[src/rtl/traffic_light_ctrl.sv]
// Two-road traffic light controller: Moore FSM with a per-state cycle timer,
// fed by 2-flop synchronised car sensors.
module traffic_light_ctrl #(
  parameter int CNT_W       = 4,
  parameter int MIN_GREEN   = 5,
  parameter int MAX_GREEN   = 15,
  parameter int YELLOW_TIME = 2
) (
  input  logic       clk,
  input  logic       reset_n,
  input  logic       ta,
  input  logic       tb,
  output logic [1:0] la,
  output logic [1:0] lb,
  output logic [1:0] state
);

  localparam logic [1:0] S0 = 2'b00;
  localparam logic [1:0] S1 = 2'b01;
  localparam logic [1:0] S2 = 2'b10;
  localparam logic [1:0] S3 = 2'b11;

  localparam logic [1:0] GREEN  = 2'b00;
  localparam logic [1:0] YELLOW = 2'b01;
  localparam logic [1:0] RED    = 2'b10;

  localparam logic [CNT_W-1:0] MIN_T = CNT_W'(MIN_GREEN - 1);
  localparam logic [CNT_W-1:0] MAX_T = CNT_W'(MAX_GREEN - 1);
  localparam logic [CNT_W-1:0] YEL_T = CNT_W'(YELLOW_TIME - 1);

  logic             ta_m, ta_s, tb_m, tb_s;
  logic             ta_v, tb_v;
  logic [1:0]       state_nxt;
  logic [CNT_W-1:0] timer;

  always_ff @(posedge clk or negedge reset_n) begin
    if (!reset_n) begin
      ta_m <= 1'b0;
      ta_s <= 1'b0;
      tb_m <= 1'b0;
      tb_s <= 1'b0;
    end else begin
      ta_m <= ta;
      ta_s <= ta_m;
      tb_m <= tb;
      tb_s <= tb_m;
    end
  end

  // The FSM reacts at the edge a sensor change lands in ta_s/tb_s, so it
  // evaluates the value being clocked into the second flop.
  assign ta_v = ta_m;
  assign tb_v = tb_m;

  chain_a: assert property (@(posedge clk) disable iff (!reset_n) ta_s == $past(ta_m));
  chain_b: assert property (@(posedge clk) disable iff (!reset_n) tb_s == $past(tb_m));

  always_comb begin
    state_nxt = state;
    case (state)
      S0: if (tb_v && timer >= MIN_T && (!ta_v || timer == MAX_T)) state_nxt = S1;
      S1: if (timer == YEL_T) state_nxt = S2;
      S2: if (ta_v && timer >= MIN_T && (!tb_v || timer == MAX_T)) state_nxt = S3;
      S3: if (timer == YEL_T) state_nxt = S0;
      default: state_nxt = S0;
    endcase
  end

  // Timer restarts on every state change and saturates instead of wrapping.
  always_ff @(posedge clk or negedge reset_n) begin
    if (!reset_n) begin
      state <= S0;
      timer <= '0;
    end else if (state_nxt != state) begin
      state <= state_nxt;
      timer <= '0;
    end else if (timer != MAX_T) begin
      timer <= timer + CNT_W'(1);
    end
  end

  always_comb begin
    la = RED;
    lb = RED;
    case (state)
      S0: begin la = GREEN;  lb = RED;    end
      S1: begin la = YELLOW; lb = RED;    end
      S2: begin la = RED;    lb = GREEN;  end
      S3: begin la = RED;    lb = YELLOW; end
      default: begin la = RED; lb = RED; end
    endcase
  end

endmodule

[config.mk]
export PLATFORM = sky130hd
export DESIGN_NAME = traffic_light_ctrl
export DESIGN_NICKNAME = d
export VERILOG_FILES = /design/src/rtl/traffic_light_ctrl.sv
export SDC_FILE = /design/constraint.sdc
export NUM_CORES = 1
export LEC_CHECK = 0
export ABC_AREA = 0
export CAP_MARGIN = 10
export CELL_PAD_IN_SITES_DETAIL_PLACEMENT = 1
export CELL_PAD_IN_SITES_GLOBAL_PLACEMENT = 2
export CORE_UTILIZATION = 34
export CTS_BUF_LIST = sky130_fd_sc_hd__clkbuf_8
export DETAILED_ROUTE_END_ITERATION = 8
export GPL_ROUTABILITY_DRIVEN = 1
export PLACE_DENSITY = 0.94
export SLEW_MARGIN = 10
export SYNTH_ARGS = -nofsm -noshare
export SYNTH_HDL_FRONTEND = slang
export SYNTH_SLANG_ARGS = --single-unit
[constraint.sdc]
create_clock -name clk -period 3.79 [get_ports clk]
set_clock_uncertainty 0.2 [all_clocks]
set_input_delay 0.758 -clock clk [delete_from_list [all_inputs] [get_ports clk]]
set_output_delay 0.758 -clock clk [all_outputs]
set_load 0.01 [all_outputs]
# Word-level counts from Yosys, hierarchy flattened
# Index checks and enable logic that the tools add are counted.
# totals
output_inout_bits	6
wordCells	34
reg_bits	8
# classes
n_lt_le_gt_ge	1
n_mux	9
n_eq_ne	7
reduce_logical	12
add_sub_neg	1
# op_table
op	count
2-bit case mux with 3 select lines	2
2-bit 2-to-1 mux	4
4-bit 2-to-1 mux	2
2-bit case mux with 4 select lines	1
4-bit by 1-bit adder with 4-bit output, second input constant	1
2-bit equality test, second input constant	2
4-bit by 1-bit equality test with 1-bit output, second input constant	1
4-bit equality test, second input constant	1
4-bit by 3-bit >= comparator with 1-bit output, second input constant	1
1-bit logical AND	4
4-bit inequality test, second input constant	1
2-bit OR reduction	2
2-bit by 1-bit equality test with 1-bit output, second input constant	1
1-bit zero test	2
2-bit zero test	1
1-bit logical OR	2
2-bit inequality test	1
2-bit nonzero test	1

# Logic depth before layout (Yosys ltp)
# Gate-level depths: netlist of the first run.
# logic_depth
word_depth	7
mapped_depth	6

# Worst setup path before layout of the first run
# No wires, ideal clock.
# synth_timing
path_kind	reg-to-output
startpoint	reg state[1]
endpoint	out lb[0]
setup_slack_ps	2017
stages_incl_launch_ff	3
t_required_ps	2832
arrival_time_ps	815
n_path_buf	0
cell_sequence	dfrtp_1 -> inv_1 -> nor2_1
# synth_between
elab_chain_cells	3
word_cells_on_any_way	6
# synth_rtl
item	line_no	text
start: declaration	15	output logic [1:0] state
start signal: assignment	75	state <= state_nxt;
2-bit by 1-bit equality test with 1-bit output / 2-bit zero test (equally long branches)	85	case (state)
2-bit OR reduction (no source line)	n/a	
2-bit case mux with 3 select lines (*)	85	
end: declaration	14	output logic [1:0] lb,
# Mark *: on every way between the ends. The rest lies on a longest branch, timed or not.

# Final worst setup path of the first run
# Ends and elaborated chain as after synthesis.

==> results of run 1 <==
==> sequential cells by signal, summed over array words and instances, names as in the netlist <==
register,cells
state,2
timer,4
tb_m,1
ta_m,1
==> cells in the final DEF (no fill, tap or decap), drive strengths merged <==
cell,count
a211oi,1
a21boi,1
a21o,1
a21oi,2
a31oi,1
clkbuf,3
clkdlybuf4s50,9
dfrtp,8
ha,3
inv,4
mux2i,1
nand2,1
nand3,3
nor2,5
nor3,1
nor3b,1
nor4bb,1
o21ai,1
o21bai,2
o32a,1
or2b,1
xnor2,2
==> worst paths after layout <==
| path | startpoint | to | cells past startpoint |
|---|---|---|---|
| max | state[1]$_DFFE_PN0P_ | lb[0] | 3 |
| min | timer[1]$_DFFE_PN0P_ | timer[1]$_DFFE_PN0P_ | 2 |
| max reg2reg | timer[0]$_DFFE_PN0P_ | timer[1]$_DFFE_PN0P_ | 6 |
| min reg2reg | timer[1]$_DFFE_PN0P_ | timer[1]$_DFFE_PN0P_ | 2 |
| max in group asynchronous | reset_n | timer[0]$_DFFE_PN0P_ | 1 |
| min in group asynchronous | reset_n | timer[2]$_DFFE_PN0P_ | 1 |
==> cells in the mapped netlist <==
cell      instances
dfrtp_1           8
ha_1              3
nor2_1            5
nand3_2           1
nor3_2            1
nor4bb_2          1
clkbuf_1          1
nor3b_1           1
xnor2_1           2
o21ai_0           1
a21o_1            1
nand2_1           1
inv_1             4
a31oi_1           1
nand3_1           2
a21boi_1          1
a21oi_1           2
mux2i_1           1
o21bai_1          2
or2b_1            1
o32a_4            1
a211oi_2          1
==> power groups by stage <==
stage                     Sequential (mW)  Clock [mW]  Combinational (mW)
after floorplan                     0.164           0               0.149
after global placement              0.167           0               0.233
after detailed placement            0.173           0               0.249
after CTS                           0.173       0.106               0.252
after global routing                0.179       0.110               0.266
final                               0.174       0.103               0.246
==> area by class of cell <==
class	instances	area (um^2)	share of cell area, %
Inverter	4	15.01	2.505
Timing Repair Buffer	9	90.09	15.03
Tap cell	14	17.52	2.923
Multi-Input combinational cell	29	235.2	39.25
Sequential cell	8	200.2	33.40
Clock buffer	3	41.29	6.889
==> critical path, cell delays in order, from the launching register on <==
cell	delay (ns)
dfrtp_1	0.44
inv_1	0.14
nor2_1	0.13
clkdlybuf4s50_1	0.56
==> kinds of logic (layout without fill, tap and decap cells) <==
logic type,after synthesis,after routing,share of synthesized area (%)
compound gates,10,10,19.01
xor+xnor,2,2,3.857
fa+ha+maj,3,3,8.265
buf+inv,5,16,4.130
flops,8,8,44.08
mux,1,1,2.204
simple gates,13,13,18.46
==> metal layers <==
metal | vias up | GRT usage, %
met4 | 0 | 15.52
met5 | - | 0
met2 | 8 | 30.42
met1 | 177 | 19.49
li1 | 169 | -
met3 | 5 | 1.744
==> metrics by stage <==
step / instances / hold slack (ns) / total power [mW] / utilization, %
floorplan: 42 / 0.2624 / 0.3127 / -
global placement: 64 / 0.4384 / 0.3998 / 47.65
detailed placement: 64 / 0.4653 / 0.4216 / 47.65
CTS: 67 / 0.4804 / 0.5312 / 51.18
global route: 67 / 0.5207 / 0.5544 / 51.18
finish: 67 / 0.4785 / 0.5234 / 51.18
==> run_results.csv, run 1 <==
group,metric,value,unit
outcome,status,"complete, no violations",
routing,routedWlPerCell,16.16,um
synth,synthCells,42,
die,die-height,38.55,um
routing,wl_met3,29,um
routing,top_layer,"met4",
placed_design,port_buffers,9,
cells_and_area,n_antenna_cell,0,
setup_path,worstPathMaxFanout,6,
synth,ys_seq_area_share,44.08,%
flow_run,cap_violations,0,
setup_path,arrival,1.50,ns
clock_network,cts_setup_buffers,0,
timing,fin_setup_tns,0,ns
timing,finalMaxSlewViolations,0,
routing,drt-total-wl,1.083,mm
routing,drt_first_pass_iters,1,
routing,via_per_inst,5.358,
die,die_w,38.55,um
clock_network,clock_path_buffers,2,
min_path,hold_path_class,"flop to flop",
routing,drt_iter0_markers,0,
synth,postSynthAreaPerCell,10.81,um^2
global_routing,grt_first_pass_wirelength,1.697,mm
setup_path,crit_type,"flop to output pin",
timing,setup_viol,0,
power_and_ir_drop,switching_power,0.2021,mW
cells_and_area,final_nets,62,
placed_design,post-place-ws,1.581,ns
power_and_ir_drop,power_density,873.3,nW/um^2
clock_network,insertion_delay,0.23,ns
power_and_ir_drop,p_leak,0.2673,nW
clock_network,post_cts_resized,0,
global_routing,grt_pass1_vias,378,
timing,grt_setup_unrepaired,"no",
placed_design,gp_congestion,0.7581,
die,rows,12,
clock_network,clk_pin_slew,0.04,ns
setup_path,critPathLaunchType,"flop",
clock_network,cts_hold_buf,0,
routing,wl_met1,448,um
synth,synth_top_area_cell,"dfrtp_1",
timing,fmax,0.4068,GHz
cells_and_area,drive_gt1_share,15.09,%
timing,tightestPinTransition,0.4578,ns
routing,dr_total_vias,359,
setup_path,r2r_setup_slack,1.94,ns
clock_network,root_buffer,"clkbuf_8",
synth,yosys-top-cells-area,"dfrtp_1 (44%), ha_1 (8.3%), o32a_4 (5.0%)",
power_and_ir_drop,seq_power_share,33.2,%
clock_network,clkSinkCount,8,
global_routing,antenna_found_initial,0,
cells_and_area,fin_area,599.3,um^2
die,ioPinCount,10,
global_routing,grt_usage,17.94,%
die,start_util,38.78,%
setup_path,required,2.83,ns
synth,synthDistinctLibCells,22,
synth,synthesis.nets,49,
placed_design,dpl_cell_area,558.0,um^2
synth,synth_seq_cells,8,
routing,ant_nets,0,
setup_path,worstSetupEndpointType,"output pin",
power_and_ir_drop,p_int,0.3213,mW
power_and_ir_drop,p_comb_share,47.1,%
timing,slew-limit-headroom,69.04,%
synth,syn_area,454.2,um^2
synth,ys_warn_count,0,
power_and_ir_drop,swShare,38.61,%
die,die_area,1486,um^2
cells_and_area,fillers,133,
clock_network,numCtsBuffers,3,
timing,fin_ws,1.332,ns
cells_and_area,syn_to_final_growth,31.96,%
power_and_ir_drop,ir_drop,0.3692,mV
global_routing,gr-total-overflow,0,
timing,fin_crit_sh,64.86,%
routing,wl_met2,566,um
clock_network,cts_tree,"yes",
global_routing,grt_max_degree,9,
clock_network,htree_levels,1,
die,coreArea,1171,um^2
timing,hold_viol,0,
power_and_ir_drop,clkPwrFrac,19.7,%
timing,fin_crit,2.458,ns
synth,synth_top_area_share,44.08,%
routing,drc,0,
Power figures use the tool's default switching activity.
==> run 2: changes to the inputs <==
CORE_UTILIZATION = 28   (was 34)
PLACE_DENSITY = 0.84   (was 0.94)
clock period = 2 ns   (was 3.79 ns; I/O delays follow)
==> run_results.csv, run 2 (synthesis gave the netlist of run 1 again) <==
group,metric,value,unit
clock_network,clock_path_buffers,2,
cells_and_area,largest_reg_flops,4,
setup_path,worstSetupEndpointType,"output pin",
clock_network,cts_hold_buf,0,
clock_network,cts_tree,"yes",
min_path,hold_path_class,"primary input to async pin",
setup_path,critPathLaunchType,"flop",
power_and_ir_drop,power_density,1616,nW/um^2
power_and_ir_drop,ir_drop,0.4753,mV
power_and_ir_drop,p_int,0.6230,mW
clock_network,htree_levels,1,
routing,routedWlPerCell,13.43,um
global_routing,grt_usage,12.65,%
placed_design,port_buffers,9,
timing,fin_ws,0.03498,ns
power_and_ir_drop,p_leak,0.2850,nW
timing,hold_viol,0,
cells_and_area,largest-register,"timer",
cells_and_area,register_area,201.4,um^2
routing,drt-total-wl,940,um
cells_and_area,multiInputGateArea,235.2,um^2
global_routing,met1_usage,16.58,%
outcome,status,"complete, no violations",
clock_network,clk_pin_slew,0.04,ns
timing,slew-limit-headroom,74.28,%
clock_network,root_buffer,"clkbuf_8",
cells_and_area,drive_gt1_share,20.37,%
placed_design,dp_hpwl,681.9,um
die,rows,14,
global_routing,grt_pass1_vias,340,
global_routing,gr-total-overflow,0,
cells_and_area,mostFrequentLayoutCell,"clkdlybuf4s50_1",
global_routing,antenna_found_initial,0,
routing,dr_total_vias,333,
routing,via_per_inst,4.757,
cells_and_area,n_antenna_cell,0,
timing,whs,0.2569,ns
clock_network,insertion_delay,0.23,ns
placed_design,post-place-ws,0.1558,ns
clock_network,clkSinkCount,8,
power_and_ir_drop,seq_power_share,31.7,%
clock_network,numCtsBuffers,3,
setup_path,worstRegToRegCells,6,
routing,drc,0,
placed_design,gp_congestion,0.6900,
global_routing,use_met2,17.23,%
setup_path,crit_type,"flop to output pin",
cells_and_area,mostFrequentLayoutCells,"clkdlybuf4s50_1 (8), dfrtp_1 (7), nor2_1 (5)",
power_and_ir_drop,clkPwrFrac,20.0,%
timing,fmax,0.5089,GHz
setup_path,r2r_start,"timer[0]$_DFFE_PN0P_",
die,die_area,1787,um^2
power_and_ir_drop,total_power,0.9910,mW
setup_path,timing.rr.end,"timer[1]$_DFFE_PN0P_",
timing,tightestPinTransition,0.3804,ns
global_routing,grt_use_met3,1.293,%
setup_path,arrival,1.37,ns
die,start_util,30.15,%
global_routing,grt_max_degree,9,
timing,finalMaxSlewViolations,0,
setup_path,r2r_setup_slack,0.17,ns
timing,setup_viol,0,
cells_and_area,final_nets,63,
die,die_w,42.28,um
cells_and_area,syn_to_final_growth,34.99,%
cells_and_area,top_regs,"timer (4), state (2)",
setup_path,required,1.40,ns
power_and_ir_drop,switching_power,0.3680,mW
die,ioPinCount,10,
global_routing,grt_first_pass_wirelength,1.587,mm
routing,drt_first_pass_iters,5,
power_and_ir_drop,swShare,37.13,%
timing,fin_setup_tns,0,ns
cells_and_area,fillers,171,
setup_path,worstPathMaxFanout,6,
die,coreArea,1506,um^2
power_and_ir_drop,p_comb_share,48.2,%
routing,ant_nets,0,
timing,fin_crit_sh,98.25,%
timing,grt_setup_unrepaired,"no",
global_routing,grt.busiest_layer,"met2",
flow_run,cap_violations,0,
routing,drt_iter0_markers,4,
timing,fin_crit,1.965,ns
die,die-height,42.28,um
-- run 2: changes by cell type in the layout (fill, tap and decap cells not counted), sizes merged --
| cell | previous run | this run |
|---|---|---|
| buf | 0 | 1 |
| clkdlybuf4s50 | 9 | 8 |
| dlymetal6s2s | 0 | 1 |
-- run 2: layout make-up --
| class | count | area share (%) |
|---|---|---|
| Clock buffer | 3 | 6.735 |
| Inverter | 4 | 2.449 |
| Multi-Input combinational cell | 29 | 38.37 |
| Sequential cell | 8 | 32.86 |
| Tap cell | 16 | 3.265 |
| Timing Repair Buffer | 10 | 16.33 |
-- run 2: worst max path at each step --
stage                         startpoint                    to  slack, ns  cells after the start
finish              state[1]$_DFFE_PN0P_                 la[0]       0.03                      2
global route        state[1]$_DFFE_PN0P_                 la[0]      0.005                      2
CTS                 state[1]$_DFFE_PN0P_                 lb[0]      0.006                      3
detailed placement  timer[0]$_DFFE_PN0P_  timer[1]$_DFFE_PN0P_       0.16                      6
global placement    timer[0]$_DFFE_PN0P_  timer[1]$_DFFE_PN0P_       0.20                      6
floorplan           timer[0]$_DFFE_PN0P_  timer[1]$_DFFE_PN0P_       0.31                      6
-- run 2: per-stage QoR --
| step | util (%) | instance area, um^2 | cells |
|---|---|---|---|
| detailed placement | 37.21 | 560.5 | 66 |
| finish | 40.70 | 613.1 | 70 |
| floorplan | - | 454.2 | 42 |
| global placement | 37.21 | 560.5 | 66 |
| CTS | 40.53 | 610.6 | 70 |
| global route | 40.70 | 613.1 | 70 |
-- run 2: timing repair --
| action | CTS | global route |
|---|---|---|
| gates resized for setup | 1 | 2 |
| setup buffers | 1 | 0 |
| setup endpoints to repair | 2 | 2 |
-- run 2: worst max-delay path, stage by stage, from the launching register on --
cell,delay (ns)
dfrtp_2,0.44
nor2_1,0.14
clkdlybuf4s50_1,0.56
-- run 2: power by group through the flow --
stage,logic (mW),clock network [mW],registers [mW]
3_3_place_gp,0.453,0,0.319
4_1_cts,0.488,0.207,0.313
5_1_grt,0.528,0.213,0.327
6_report,0.478,0.198,0.315
2_1_floorplan,0.282,0,0.311
3_5_place_dp,0.455,0,0.324
-- run 2: layer usage --
layer  up-vias  part of all wire (%)
met5         -                     0
met4         0                   3.8
met3         4                  0.74
met2         4                    46
met1       156                    49
li1        169                     -
